===== src/rtl/flit_packetizer_pkg.sv =====
// Shared constants for the flit packetizer and its FIFO read-side counterpart:
// one-hot flit types, FSM state encodings and header field offsets.
package flit_packetizer_pkg;

  // One-hot flit type codes, identical to those decoded by the FIFO reader.
  localparam logic [2:0] FLIT_NONE    = 3'b000;
  localparam logic [2:0] FLIT_HEADER  = 3'b001;
  localparam logic [2:0] FLIT_PAYLOAD = 3'b010;
  localparam logic [2:0] FLIT_TAIL    = 3'b100;

  // Packetizer FSM state encodings.
  localparam logic [1:0] ST_IDLE    = 2'd0;
  localparam logic [1:0] ST_HEADER  = 2'd1;
  localparam logic [1:0] ST_PAYLOAD = 2'd2;

  // Header layout, low to high: destination, source, length, zero fill.
  localparam int HDR_DST_LSB = 0;

  function automatic int hdr_src_lsb(input int addr_width);
    return HDR_DST_LSB + addr_width;
  endfunction

  function automatic int hdr_len_lsb(input int addr_width);
    return HDR_DST_LSB + 2 * addr_width;
  endfunction

endpackage


===== src/rtl/flit_packetizer.sv =====
// flit_packetizer: turns a packet request plus a stream of data words into a
// header / payload / tail flit sequence written into a router input FIFO.
// Optional feature macro: FLIT_PACKETIZER_PKT_CNT_EN adds a 16-bit counter of
// completed packets on pkt_count; without it pkt_count is tied to zero.
module flit_packetizer
  import flit_packetizer_pkg::*;
#(
  parameter int DATA_WIDTH = 32,
  parameter int ADDR_WIDTH = 4,
  parameter int LEN_WIDTH  = 8,
  parameter logic [ADDR_WIDTH-1:0] SRC_ADDR = '0
) (
  input  logic                  clk,
  input  logic                  rst,
  input  logic                  pkt_req,
  input  logic [ADDR_WIDTH-1:0] pkt_dst,
  input  logic [LEN_WIDTH-1:0]  pkt_len,
  output logic                  pkt_ack,
  input  logic [DATA_WIDTH-1:0] in_data,
  input  logic                  in_valid,
  output logic                  in_ready,
  input  logic                  full,
  output logic                  wr_en,
  output logic [DATA_WIDTH-1:0] flit_data,
  output logic [2:0]            flit_type,
  output logic                  busy,
  output logic [15:0]           pkt_count
);

  localparam int SRC_LSB = hdr_src_lsb(ADDR_WIDTH);
  localparam int LEN_LSB = hdr_len_lsb(ADDR_WIDTH);
  localparam logic [LEN_WIDTH-1:0] LEN_ONE = LEN_WIDTH'(1);

  logic [1:0]            state_reg, state_next;
  logic [LEN_WIDTH-1:0]  rem_reg, rem_next;
  logic [ADDR_WIDTH-1:0] dst_reg, dst_next;
  logic [LEN_WIDTH-1:0]  len_reg, len_next;

  logic [LEN_WIDTH-1:0]  len_clamped;
  logic [DATA_WIDTH-1:0] header_word;
  logic                  last_word;
  logic                  tail_write;

  // A zero-length request still carries one word so every packet has a tail.
  assign len_clamped = (pkt_len == '0) ? LEN_ONE : pkt_len;

  // The remaining-word counter reaching one marks the tail flit.
  assign last_word  = (rem_reg == LEN_ONE);
  assign tail_write = (state_reg == ST_PAYLOAD) && last_word && wr_en;

  assign busy = (state_reg != ST_IDLE);

  // Header flit assembled from the latched request fields.
  always_comb begin
    header_word = '0;
    header_word[HDR_DST_LSB +: ADDR_WIDTH] = dst_reg;
    header_word[SRC_LSB +: ADDR_WIDTH]     = SRC_ADDR;
    header_word[LEN_LSB +: LEN_WIDTH]      = len_reg;
  end

  // Handshake and FIFO-side outputs decoded from the current state.
  always_comb begin
    pkt_ack   = 1'b0;
    in_ready  = 1'b0;
    wr_en     = 1'b0;
    flit_type = FLIT_NONE;
    flit_data = '0;
    case (state_reg)
      ST_IDLE: begin
        pkt_ack = pkt_req;
      end
      ST_HEADER: begin
        flit_type = FLIT_HEADER;
        flit_data = header_word;
        wr_en     = !full;
      end
      ST_PAYLOAD: begin
        // Data words pass straight through; the FIFO registers them.
        flit_type = last_word ? FLIT_TAIL : FLIT_PAYLOAD;
        flit_data = in_data;
        in_ready  = !full;
        wr_en     = in_valid && !full;
      end
      default: begin
        flit_type = FLIT_NONE;
      end
    endcase
  end

  // Next-state and datapath register updates.
  always_comb begin
    state_next = state_reg;
    rem_next   = rem_reg;
    dst_next   = dst_reg;
    len_next   = len_reg;
    case (state_reg)
      ST_IDLE: begin
        if (pkt_req) begin
          dst_next   = pkt_dst;
          len_next   = len_clamped;
          rem_next   = len_clamped;
          state_next = ST_HEADER;
        end
      end
      ST_HEADER: begin
        // While full the header is simply re-presented next cycle.
        if (!full) begin
          state_next = ST_PAYLOAD;
        end
      end
      ST_PAYLOAD: begin
        // Bubbles and full cycles leave the counter untouched.
        if (wr_en) begin
          rem_next = rem_reg - LEN_ONE;
        end
        if (tail_write) begin
          state_next = ST_IDLE;
        end
      end
      default: begin
        state_next = ST_IDLE;
      end
    endcase
  end

  // State registers; reset abandons any packet in flight.
  always_ff @(posedge clk) begin
    if (rst) begin
      state_reg <= ST_IDLE;
      rem_reg   <= '0;
      dst_reg   <= '0;
      len_reg   <= '0;
    end else begin
      state_reg <= state_next;
      rem_reg   <= rem_next;
      dst_reg   <= dst_next;
      len_reg   <= len_next;
    end
  end

`ifdef FLIT_PACKETIZER_PKT_CNT_EN
  logic [15:0] pkt_count_reg;

  // Count completed packets on each tail write; wraps naturally at 16 bits.
  always_ff @(posedge clk) begin
    if (rst) begin
      pkt_count_reg <= 16'd0;
    end else if (tail_write) begin
      pkt_count_reg <= pkt_count_reg + 16'd1;
    end
  end

  assign pkt_count = pkt_count_reg;
`else
  assign pkt_count = 16'd0;
`endif

endmodule


===== config.mk =====
export PLATFORM = sky130hd
export DESIGN_NAME = flit_packetizer
export DESIGN_NICKNAME = d
export VERILOG_FILES = /design/src/rtl/flit_packetizer_pkg.sv /design/src/rtl/flit_packetizer.sv
export SDC_FILE = /design/constraint.sdc
export NUM_CORES = 1
export LEC_CHECK = 0
export CORE_MARGIN = 2
export CORE_UTILIZATION = 38
export CTS_BUF_LIST = sky130_fd_sc_hd__clkbuf_8
export DETAILED_ROUTE_END_ITERATION = 10
export GPL_ROUTABILITY_DRIVEN = 0
export PLACE_DENSITY = 0.91
export SLEW_MARGIN = 20
export SYNTH_ARGS = -nofsm -noshare
export SYNTH_HDL_FRONTEND = slang
export SYNTH_SLANG_ARGS = --single-unit

===== constraint.sdc =====
create_clock -name clk -period 2.2 [get_ports clk]
set_input_delay 0.44 -clock clk [delete_from_list [all_inputs] [get_ports clk]]
set_output_delay 0.44 -clock clk [all_outputs]
set_load 0.1 [all_outputs]

==> summary.txt <==
Hold path
  – Hold path start: dst_reg[0]$_SDFFE_PP0P_
  – Worst hold stages: 2
  – Min-Delay Endpoint: dst_reg[0]$_SDFFE_PP0P_
  – Min-Delay Path Class: reg2reg

Floorplanning
  – Cell Rows: 24
  – Die Span Y: 70.5 um
  – Initial core utilization: 39.1%
  – Die Width: 70.5 um
  – Die ar.: 4960 um^2
  – Core Region: 4290 um^2
  – IO Count: 104

Drt
  – Via Count: 1969
  – Pre-Repair DR Iteration Count: 5
  – Vias per cell: 5.45
  – Post-Route WL: 5550 um
  – # DRC: 0
  – Drt wl/cell: 15.4 um
  – Number of routed nets with antenna violations: 0
  – Initial DRC count: 211

Power
  – Clock power share: 10.2%
  – Int Power: 0.00177 W
  – Sw Ratio: 52.4%
  – Share of total power in sequential cells: 16.0%
  – Logic pwr share: 73.8%
  – Switching power: 0.00195 W
  – Pwr/cell area: 1170 nW/um^2
  – Peak supply drop: 0.545 mV
  – Leak Pwr: 1.22 nW

Yosys
  – Top FF cell, synth: dfxtp_1
  – Cell variety after synth: 44
  – Synth Instances: 224
  – Seq/Total Area, Yosys: 26.2%
  – Synth area leaders: dfxtp_1, buf_4, and2_1
  – Synth warn: 0
  – FFs w/ async S/R, synth: 0%
  – Top cell type by total area after synthesis: dfxtp_1
  – Post-synth top cells: nand2_1, a21oi_1, dfxtp_1, and2_1, buf_4
  – Synth top area share: 26.2%
  – Most frequent cell after synthesis: nand2_1
  – FF+latch count, synth: 22
  – Post-synth EDFFs: 0
  – Synthesized area: 1680 um^2
  – Syn_area_per_cell: 7.49 um^2

STA
  – Upper clock frequency limit: 466 MHz
  – Fin Hold WS: 462 ps
  – Final hold viol count: 0
  – Fin Clk Skew: 1.51 ps
  – Final worst-path cycle share: 97.5%
  – Tmin final: 2150 ps
  – Final slew viol count: 0
  – Endpoints failing setup: 0
  – RSZ-0062 raised after global routing: yes
  – Final worst slack: 54.8 ps
  – Setup TNS: 0 ps

Setup path
  – Cell Chain, Critical Path: inv_1, ha_2, buf_4, nor2b_2, buf_12
  – Crit path max fanout: 11
  – Startpoint class of the critical path: register
  – Reg2reg start: state_reg[1]$_SDFFE_PP0P_
  – Critical Path End Type: output port
  – Crit Path Category: reg2out
  – Reg2Reg Setup Slack: 280 ps
  – Worst path required time: 1760 ps
  – Reg2reg end: rem_reg[7]$_SDFFE_PP0P_
  – Worst R2R Path Depth: 6
  – CP peak stage delay: 390 ps
  – CP Data Arrival Time: 1710 ps
  – Max stage delay cell, worst path: ha_2

Clocking
  – TritonCTS clock tree: done
  – Clock Pin Slew Worst Setup and Hold Paths: 80 ps
  – H-tree lvl count: 1
  – Post-CTS Resized: 1
  – Latest clock arrival within the worst-skew pair: 260 ps
  – Clock Tree Buf Depth: 2
  – Post-CTS Setup Repair Bufs: 0
  – Clock root buffer: clkbuf_8
  – Number of CTS-inserted buffers: 3
  – Hold buffer count at cts: 0
  – Clock Sinks: 22

Global route
  – Tot GR Track Use: 21.4%
  – Grt ovf: 0
  – Wire length of the first global-routing pass: 8710 um
  – Vias in the first global route: 1934
  – Largest net degree at the start of global routing: 39
  – Initial antenna violation count: 0

Placed design
  – Setup WS pre-CTS: 136 ps
  – Placed Cells incl. Taps: 357
  – DPL Wire Length: 4240 um
  – IO Port Bufs: 87

Final layout
  – Final core occ: 73.7%
  – Final-stage net count: 364
  – Layout area overhead: 88.7%
  – Share of cells above drive strength 1: 34.3%
  – Post-route insts no fill: 361
  – # diodes: 0

Run
  – # Max-Cap Violations: 0

Run status
  – Outcome: finished, final reports clean
-- cell families after synthesis --
kind of cell	synth area share (%)
compound gates	24.4
simple gates	30.6
flops	26.2
other cells	0.223
mux	1.19
buf+inv	13.6
fa+ha+maj	3.73
-- through the flow --
step                power (W)  area [um^2]
floorplan             0.00242         1830
detailed placement    0.00325         3050
global route          0.00386         3170
CTS                   0.00364         3120
global placement      0.00319         3050
finish                0.00371         3170
-- layer usage --
layer	track usage [%]	vias to the layer above	wire [um]
met5	0	-	0
met4	7.05	0	101
met3	4.47	10	576
met2	36.8	143	2820
met1	26.5	904	2050
li1	-	912	-
-- placed cells by master, fill, tap and decap left out, types with 3 or more instances in the layout --
cell,synthesis,routed
clkbuf_8,0,3
ha_1,5,3
a22oi_1,12,9
nor2b_1,15,3
a21oi_1,23,22
nor2b_4,0,6
o31ai_1,5,5
buf_4,18,9
conb_1,1,16
inv_1,8,8
a22oi_2,0,3
nor2_1,10,7
nand2_1,30,30
dfxtp_1,22,21
buf_12,0,40
clkdlybuf4s50_1,0,48
and2_2,0,20
nand3_1,4,4
nor3_1,4,4
nor2_2,1,3
nor2b_2,0,6
-- how the worst max path moves through the flow --
stage,cells past startpoint,slack (ps),from,end
final,5,50,state_reg[1]$_SDFFE_PP0P_,flit_data[14]
after detailed placement,5,140,full,rem_reg[7]$_SDFFE_PP0P_
after global placement,5,190,full,rem_reg[5]$_SDFFE_PP0P_
after CTS,6,5,rem_reg[1]$_SDFFE_PP0P_,flit_type[2]
after global routing,5,-30,state_reg[1]$_SDFFE_PP0P_,flit_data[8]
after floorplan,6,-250,state_reg[0]$_SDFFE_PP0P_,flit_type[1]
-- layout make-up --
| type | count | area [um^2] |
|---|---|---|
| inverter | 9 | 33.8 |
| multi-input combinational | 177 | 1210 |
| sequential | 22 | 442 |
| timing repair buffer | 97 | 1350 |
| tap | 52 | 65.1 |
| clock buffer | 3 | 41.3 |
| fill | 280 | 1130 |
| clock inverter | 1 | 30.0 |
-- critical path, delay by kind of cell (launching register included) --
kind / cells / cell delay, ps
fa+ha+maj: 1 / 390
buf+inv: 3 / 480
flops: 1 / 370
simple gates: 1 / 210
-- power groups by stage --
stage	clock network (W)	logic, W	registers (W)
after floorplan	0	0.00185	0.000568
after global placement	0	0.00261	0.000583
after detailed placement	0	0.00266	0.000589
after CTS	0.000381	0.00268	0.000580
after global routing	0.000396	0.00286	0.000605
final	0.000377	0.00274	0.000594
(Power assumes the default switching activity.)
